File: src/rtl/video_timing_gen.sv
// rtl/video_timing_gen.sv - runtime-reconfigurable raster timing generator
// New timing sets are held pending and swapped in on the last pixel of a frame.
module video_timing_gen #(
  parameter int CW       = 12,
  parameter int LATENCY  = 1,
  parameter int TRIG_DIV = 1,
  parameter int H_VIS    = 640,
  parameter int H_FP     = 16,
  parameter int H_SW     = 96,
  parameter int H_BP     = 48,
  parameter int V_VIS    = 480,
  parameter int V_FP     = 10,
  parameter int V_SW     = 2,
  parameter int V_BP     = 33,
  parameter int H_POL    = 0,
  parameter int V_POL    = 0
) (
  input  logic          clock,
  input  logic          reset,
  input  logic          cfg_load,
  input  logic [CW-1:0] cfg_h_vis,
  input  logic [CW-1:0] cfg_h_fp,
  input  logic [CW-1:0] cfg_h_sw,
  input  logic [CW-1:0] cfg_h_bp,
  input  logic [CW-1:0] cfg_v_vis,
  input  logic [CW-1:0] cfg_v_fp,
  input  logic [CW-1:0] cfg_v_sw,
  input  logic [CW-1:0] cfg_v_bp,
  input  logic          cfg_h_pol,
  input  logic          cfg_v_pol,
  input  logic          trig_enable,
  output logic          cfg_busy,
  output logic          cfg_error,
  output logic [CW-1:0] counterX,
  output logic [CW-1:0] counterY,
  output logic [CW-1:0] visible_counterX,
  output logic [CW-1:0] visible_counterY,
  output logic          de,
  output logic          hsync,
  output logic          vsync,
  output logic          frame_start,
  output logic          starttrigger
);

  localparam int TW = CW + 2;
  localparam int W  = 4 * CW + 5;

  typedef struct packed {
    logic [CW-1:0] h_vis;
    logic [CW-1:0] h_fp;
    logic [CW-1:0] h_sw;
    logic [CW-1:0] h_bp;
    logic [CW-1:0] v_vis;
    logic [CW-1:0] v_fp;
    logic [CW-1:0] v_sw;
    logic [CW-1:0] v_bp;
    logic          h_pol;
    logic          v_pol;
  } timing_t;

  localparam timing_t RST_CFG = '{
    h_vis: CW'(H_VIS), h_fp: CW'(H_FP), h_sw: CW'(H_SW), h_bp: CW'(H_BP),
    v_vis: CW'(V_VIS), v_fp: CW'(V_FP), v_sw: CW'(V_SW), v_bp: CW'(V_BP),
    h_pol: 1'(H_POL), v_pol: 1'(V_POL)
  };

  localparam logic [W-1:0] RST_WORD = {{(4*CW){1'b0}}, 1'b0, ~1'(H_POL), ~1'(V_POL), 2'b00};

  function automatic logic [TW-1:0] sum4(input logic [CW-1:0] a, input logic [CW-1:0] b,
                                         input logic [CW-1:0] c, input logic [CW-1:0] d);
    return {2'b00, a} + {2'b00, b} + {2'b00, c} + {2'b00, d};
  endfunction

  timing_t       act;
  timing_t       pend;
  timing_t       cfg_in;
  logic [CW-1:0] x;
  logic [CW-1:0] y;
  logic [15:0]   fidx;
  logic          busy;

  logic [TW-1:0] h_total;
  logic [TW-1:0] v_total;
  logic [TW-1:0] in_h_total;
  logic [TW-1:0] in_v_total;
  logic          load_ok;
  logic          line_end;
  logic          last_px;

  assign cfg_in = {cfg_h_vis, cfg_h_fp, cfg_h_sw, cfg_h_bp,
                   cfg_v_vis, cfg_v_fp, cfg_v_sw, cfg_v_bp, cfg_h_pol, cfg_v_pol};

  assign h_total    = sum4(act.h_vis, act.h_fp, act.h_sw, act.h_bp);
  assign v_total    = sum4(act.v_vis, act.v_fp, act.v_sw, act.v_bp);
  assign in_h_total = sum4(cfg_h_vis, cfg_h_fp, cfg_h_sw, cfg_h_bp);
  assign in_v_total = sum4(cfg_v_vis, cfg_v_fp, cfg_v_sw, cfg_v_bp);

  // A total that does not fit in CW bits could never be reached by the counters.
  assign load_ok  = cfg_load && (cfg_h_vis != '0) && (cfg_v_vis != '0) &&
                    (in_h_total[TW-1:CW] == 2'b00) && (in_v_total[TW-1:CW] == 2'b00);
  assign line_end = ({2'b00, x} == h_total - TW'(1));
  assign last_px  = line_end && ({2'b00, y} == v_total - TW'(1));

  always_ff @(posedge clock or posedge reset) begin
    if (reset) begin
      act       <= RST_CFG;
      pend      <= '0;
      busy      <= 1'b0;
      cfg_error <= 1'b0;
      x         <= '0;
      y         <= '0;
      fidx      <= '0;
    end else begin
      cfg_error <= cfg_load && !load_ok;
      if (last_px) begin
        x    <= '0;
        y    <= '0;
        busy <= 1'b0;
        fidx <= (fidx == 16'(TRIG_DIV - 1)) ? 16'd0 : fidx + 16'd1;
        // A load landing on the boundary cycle takes effect immediately.
        if (load_ok) begin
          act  <= cfg_in;
          pend <= cfg_in;
        end else if (busy) begin
          act <= pend;
        end
      end else begin
        if (line_end) begin
          x <= '0;
          y <= y + CW'(1);
        end else begin
          x <= x + CW'(1);
        end
        if (load_ok) begin
          pend <= cfg_in;
          busy <= 1'b1;
        end
      end
    end
  end

  assign cfg_busy = busy;

  logic [TW-1:0] hs_start;
  logic [TW-1:0] hs_end;
  logic [TW-1:0] vs_start;
  logic [TW-1:0] vs_end;
  logic          de_c;
  logic          hs_c;
  logic          vs_c;
  logic          fs_c;
  logic          st_c;
  logic [W-1:0]  word;

  assign hs_start = {2'b00, act.h_vis} + {2'b00, act.h_fp};
  assign hs_end   = hs_start + {2'b00, act.h_sw};
  assign vs_start = {2'b00, act.v_vis} + {2'b00, act.v_fp};
  assign vs_end   = vs_start + {2'b00, act.v_sw};

  assign de_c = (x < act.h_vis) && (y < act.v_vis);
  assign hs_c = (({2'b00, x} >= hs_start) && ({2'b00, x} < hs_end)) ? act.h_pol : ~act.h_pol;
  assign vs_c = (({2'b00, y} >= vs_start) && ({2'b00, y} < vs_end)) ? act.v_pol : ~act.v_pol;
  assign fs_c = (x == '0) && (y == '0);
  assign st_c = fs_c && (fidx == 16'd0) && trig_enable;

  assign word = {de_c ? x : {CW{1'b0}}, de_c ? y : {CW{1'b0}}, x, y, de_c, hs_c, vs_c, fs_c, st_c};

  logic [W-1:0] pipe [LATENCY];

  always_ff @(posedge clock or posedge reset) begin
    if (reset) begin
      for (int i = 0; i < LATENCY; i++) pipe[i] <= RST_WORD;
    end else begin
      pipe[0] <= word;
      for (int i = 1; i < LATENCY; i++) pipe[i] <= pipe[i-1];
    end
  end

  assign {visible_counterX, visible_counterY, counterX, counterY,
          de, hsync, vsync, frame_start, starttrigger} = pipe[LATENCY-1];

endmodule

File: config.mk
export PLATFORM = sky130hd
export DESIGN_NAME = video_timing_gen
export DESIGN_NICKNAME = d
export VERILOG_FILES = /design/src/rtl/video_timing_gen.sv
export SDC_FILE = /design/constraint.sdc
export NUM_CORES = 1
export LEC_CHECK = 0
export ABC_AREA = 1
export BUFFER_PORTS_ARGS = -buffer_cell sky130_fd_sc_hd__buf_2
export CAP_MARGIN = 20
export CELL_PAD_IN_SITES_DETAIL_PLACEMENT = 0
export CELL_PAD_IN_SITES_GLOBAL_PLACEMENT = 2
export CORE_MARGIN = 3
export CORE_UTILIZATION = 36
export CTS_CLUSTER_DIAMETER = 30
export CTS_CLUSTER_SIZE = 12
export DETAILED_ROUTE_END_ITERATION = 10
export HOLD_SLACK_MARGIN = 0.06
export PLACE_DENSITY = 0.89
export SKIP_CTS_REPAIR_TIMING = 1
export SLEW_MARGIN = 20
export SYNTH_ARGS = -nofsm -noshare
export SYNTH_HDL_FRONTEND = slang
export SYNTH_SLANG_ARGS = --single-unit
File: constraint.sdc
create_clock -name clock -period 13.5 [get_ports clock]
set_input_delay 2.7 -clock clock [delete_from_list [all_inputs] [get_ports clock]]
set_output_delay 2.7 -clock clock [all_outputs]
set_load 0.05 [all_outputs]
==> impl_metrics.csv <==
group,metric,value,unit
timing,slew_viol_final,0,
power,powerDensity,131,mW/mm²
floorplan,die_w,240,µm
timing,clock.fmax,123,MHz
synth,yosys.area.top_type,"dfrtp_1",
run,cap_viol_max_count,0,
drt,drc,0,
clock_tree,cts_tree,"yes",
power,clock_power_share,52.6,%
layout,synthToLayoutAreaGrowth,18.8,%
clock_tree,clock-root-buffer,"clkbuf_16",
grt,grt_pass1_wl,92800,µm
grt,grt_pass1_vias,16800,
worst_setup_path,cpMostUsedCell,"nand2_1",
clock_tree,path_clk_slew,0.05,ns
layout,final_common_cell,"nand2_1",
synth,async_flop_share,100,%
layout,final_cell_mix,"nand2_1 (760), inv_1 (333), nand3_1 (302), dfrtp_1 (273), ha_1 (190)",
timing,tns,0,ns
worst_setup_path,cp.required,13.96,ns
worst_setup_path,path_class,"reg -> reg",
worst_setup_path,worstSetupEndpointType,"flip-flop",
worst_setup_path,worst-path-max-fanout,100,
worst_setup_path,cpPeakStageDelay,0.85,ns
timing,final-hold-violation-count,0,
timing,relSlewSlack,29.2,%
timing,period_needed,8.12,ns
power,power,0.00307,W
clock_tree,clock-sinks,291,
floorplan,row_count,85,
worst_setup_path,path_buf_inv,5,
synth,yosysTopAreaCellShare,34.7,%
timing,finalCritPeriodShare,60.1,%
timing,fin_skew,0.0307,ns
drt,drt_iter0_drc,1014,
synth,syn_area_per_cell,7.83,µm²
placement,gp_congestion,0.916,
floorplan,dieArea,0.0575,mm²
synth,syn_nets,2856,
placement,place_ws,5.20,ns
worst_setup_path,path_delay_family,"simple AND/OR/NAND/NOR gates",
power,switching_share,27.7,%
synth,synthTopCellsByArea,"dfrtp_1 (35%), nand2_1 (15%), ha_1 (12%)",
worst_setup_path,start_kind,"flip-flop",
synth,syn_inst,2512,
clock_tree,clockBufferDepth,3,
synth,yosysSeqAreaShare,37.1,%
placement,dpl.hpwl,43600,µm
placement,port_buffers,156,
synth,ys_seq_elements,291,
synth,synth_flop_cell,"dfrtp_1",
synth,ys_warn_count,0,
timing,rsz0062_at_grt,"false",
power,intPower,0.00222,W
synth,synth-edff-count,0,
clock_tree,numCtsBuffers,67,
synth,syn_area,0.0197,mm²
power,p_sw,0.000851,W
timing,worstMarginPinSlew,1.06,ns
floorplan,core,0.0539,mm²
power,comb_power_share,13.5,%
layout,finalNetCount,3021,
layout,drive_above_1_share,11.6,%
power,leakage,12.7,nW
worst_setup_path,arrival,8.58,ns
drt,avgViaCountPerCell,4.92,
power,vdd.ir_drop.worst,0.0000836,V
timing,setup_viol,0,
power,sequentialPowerShare,33.9,%
drt,avgRoutedWirePerCell,16.8,µm
drt,first_pass_iters,5,
worst_hold_path,min_path_type,"reg -> reg",
synth,synth_cell_types,44,
grt,gr-total-overflow,0,
grt,grtUsageTotal,20.5,%
floorplan,start_util,36.5,%
drt,vias,16900,
floorplan,boundaryPins,157,
grt,grt_max_degree,129,
floorplan,dieHeight,240,µm
timing,setup_slack,5.38,ns
timing,holdWs,0.460,ns
clock_tree,worstSkewPairLatency,0.58,ns
clock_tree,htree_levels,3,
drt,wl,57600,µm
status,run_status,"complete, no violations",
grt,antenna_found_initial,1,
drt,antenna_left,0,
worst_setup_path,slowest_stage,"buf_4",
-- worst paths after layout --
path	start	slack, ns	cells after the start	end
setup / recovery	act[86]$_DFFE_PP0P_	5.38	30	act[79]$_DFFE_PP0P_
hold / removal	act[54]$_DFFE_PP1P_	0.46	2	act[54]$_DFFE_PP1P_
setup reg to reg	act[86]$_DFFE_PP0P_	5.38	30	act[79]$_DFFE_PP0P_
hold reg to reg	act[54]$_DFFE_PP1P_	0.46	2	act[54]$_DFFE_PP1P_
max in group asynchronous	reset	9.80	3	pipe[24]$_DFF_PP0_
min in group asynchronous	reset	2.30	2	pend[33]$_DFFE_PP0P_
-- cell usage after synthesis, types with 4 or more instances --
master / instances
buf_2: 16
a31oi_1: 4
nor4_1: 12
dfrtp_1: 273
buf_4: 10
dfstp_2: 18
a21o_1: 9
nand3b_1: 16
nor3_1: 28
nand3_1: 302
ha_1: 190
clkbuf_1: 40
xor2_1: 64
a21oi_1: 90
or2_2: 6
inv_2: 4
o21ai_0: 60
a21boi_0: 4
o211ai_1: 6
buf_6: 4
o21bai_1: 8
inv_1: 334
fa_1: 52
nand2_1: 761
xnor2_1: 24
nand4_1: 32
nor2_1: 123
-- power by group through the flow --
stage | sequential [W] | clock, W | combinational (W)
final | 0.00104 | 0.00161 | 0.000413
after global routing | 0.00105 | 0.00169 | 0.000474
after CTS | 0.00104 | 0.00164 | 0.000413
after detailed placement | 0.00105 | 0 | 0.000410
after global placement | 0.00105 | 0 | 0.000403
after floorplan | 0.00105 | 0 | 0.000279
-- sequential cells by signal (all words and copies together), names as in the netlist --
signal,flops
act,98
pipe,53
y,12
pend,98
cfg_busy,1
x,12
fidx,16
cfg_error,1
-- cell families (layout without fill, tap and decap cells) --
logic type	count (synthesis)	count (layout)	share of synthesized area, %
adder cells (fa/ha/maj)	242	242	17.4
buffers and inverters	410	628	8.28
AND/OR/NAND/NOR	1290	1290	27.9
XOR/XNOR	88	88	3.92
other	0	1	0
flip-flops	291	291	37.1
AO/OA/AOI/OAI	191	191	5.40
-- cell type report --
cell class	instances	area (µm²)
Fill cell	5347	30600
Multi-Input combinational cell	1811	10800
Sequential cell	291	7300
Clock buffer	83	1820
Inverter	338	1280
Timing Repair Buffer	168	898
Tap cell	696	871
Clock inverter	39	444
Antenna cell	1	2.50
-- worst min-delay path: stages, from the launching register on --
cell	delay, ns
dfstp_2	0.36
nand2_1	0.05
nand2_1	0.04
-- per-layer routing --
layer / GRT usage [%] / part of all wire (%) / vias to the layer above / wire length, µm
met2: 31.1 / 43 / 394 / 25000
met4: 6.14 / 2.1 / 0 / 1210
met3: 3.28 / 4.4 / 82 / 2540
met1: 30.2 / 50 / 7950 / 28900
li1: - / - / 8437 / -
met5: 0 / 0 / - / 0
-- stage by stage --
step                      utilization (%)  area [µm²]  instances
after global routing                 43.3       23400       3427
final                                43.3       23400       3427
after detailed placement             39.1       21100       3303
after CTS                            43.3       23300       3425
after floorplan                         -       19700       2512
after global placement               39.1       21100       3303
Note: power is estimated with default switching activity, not from simulation.
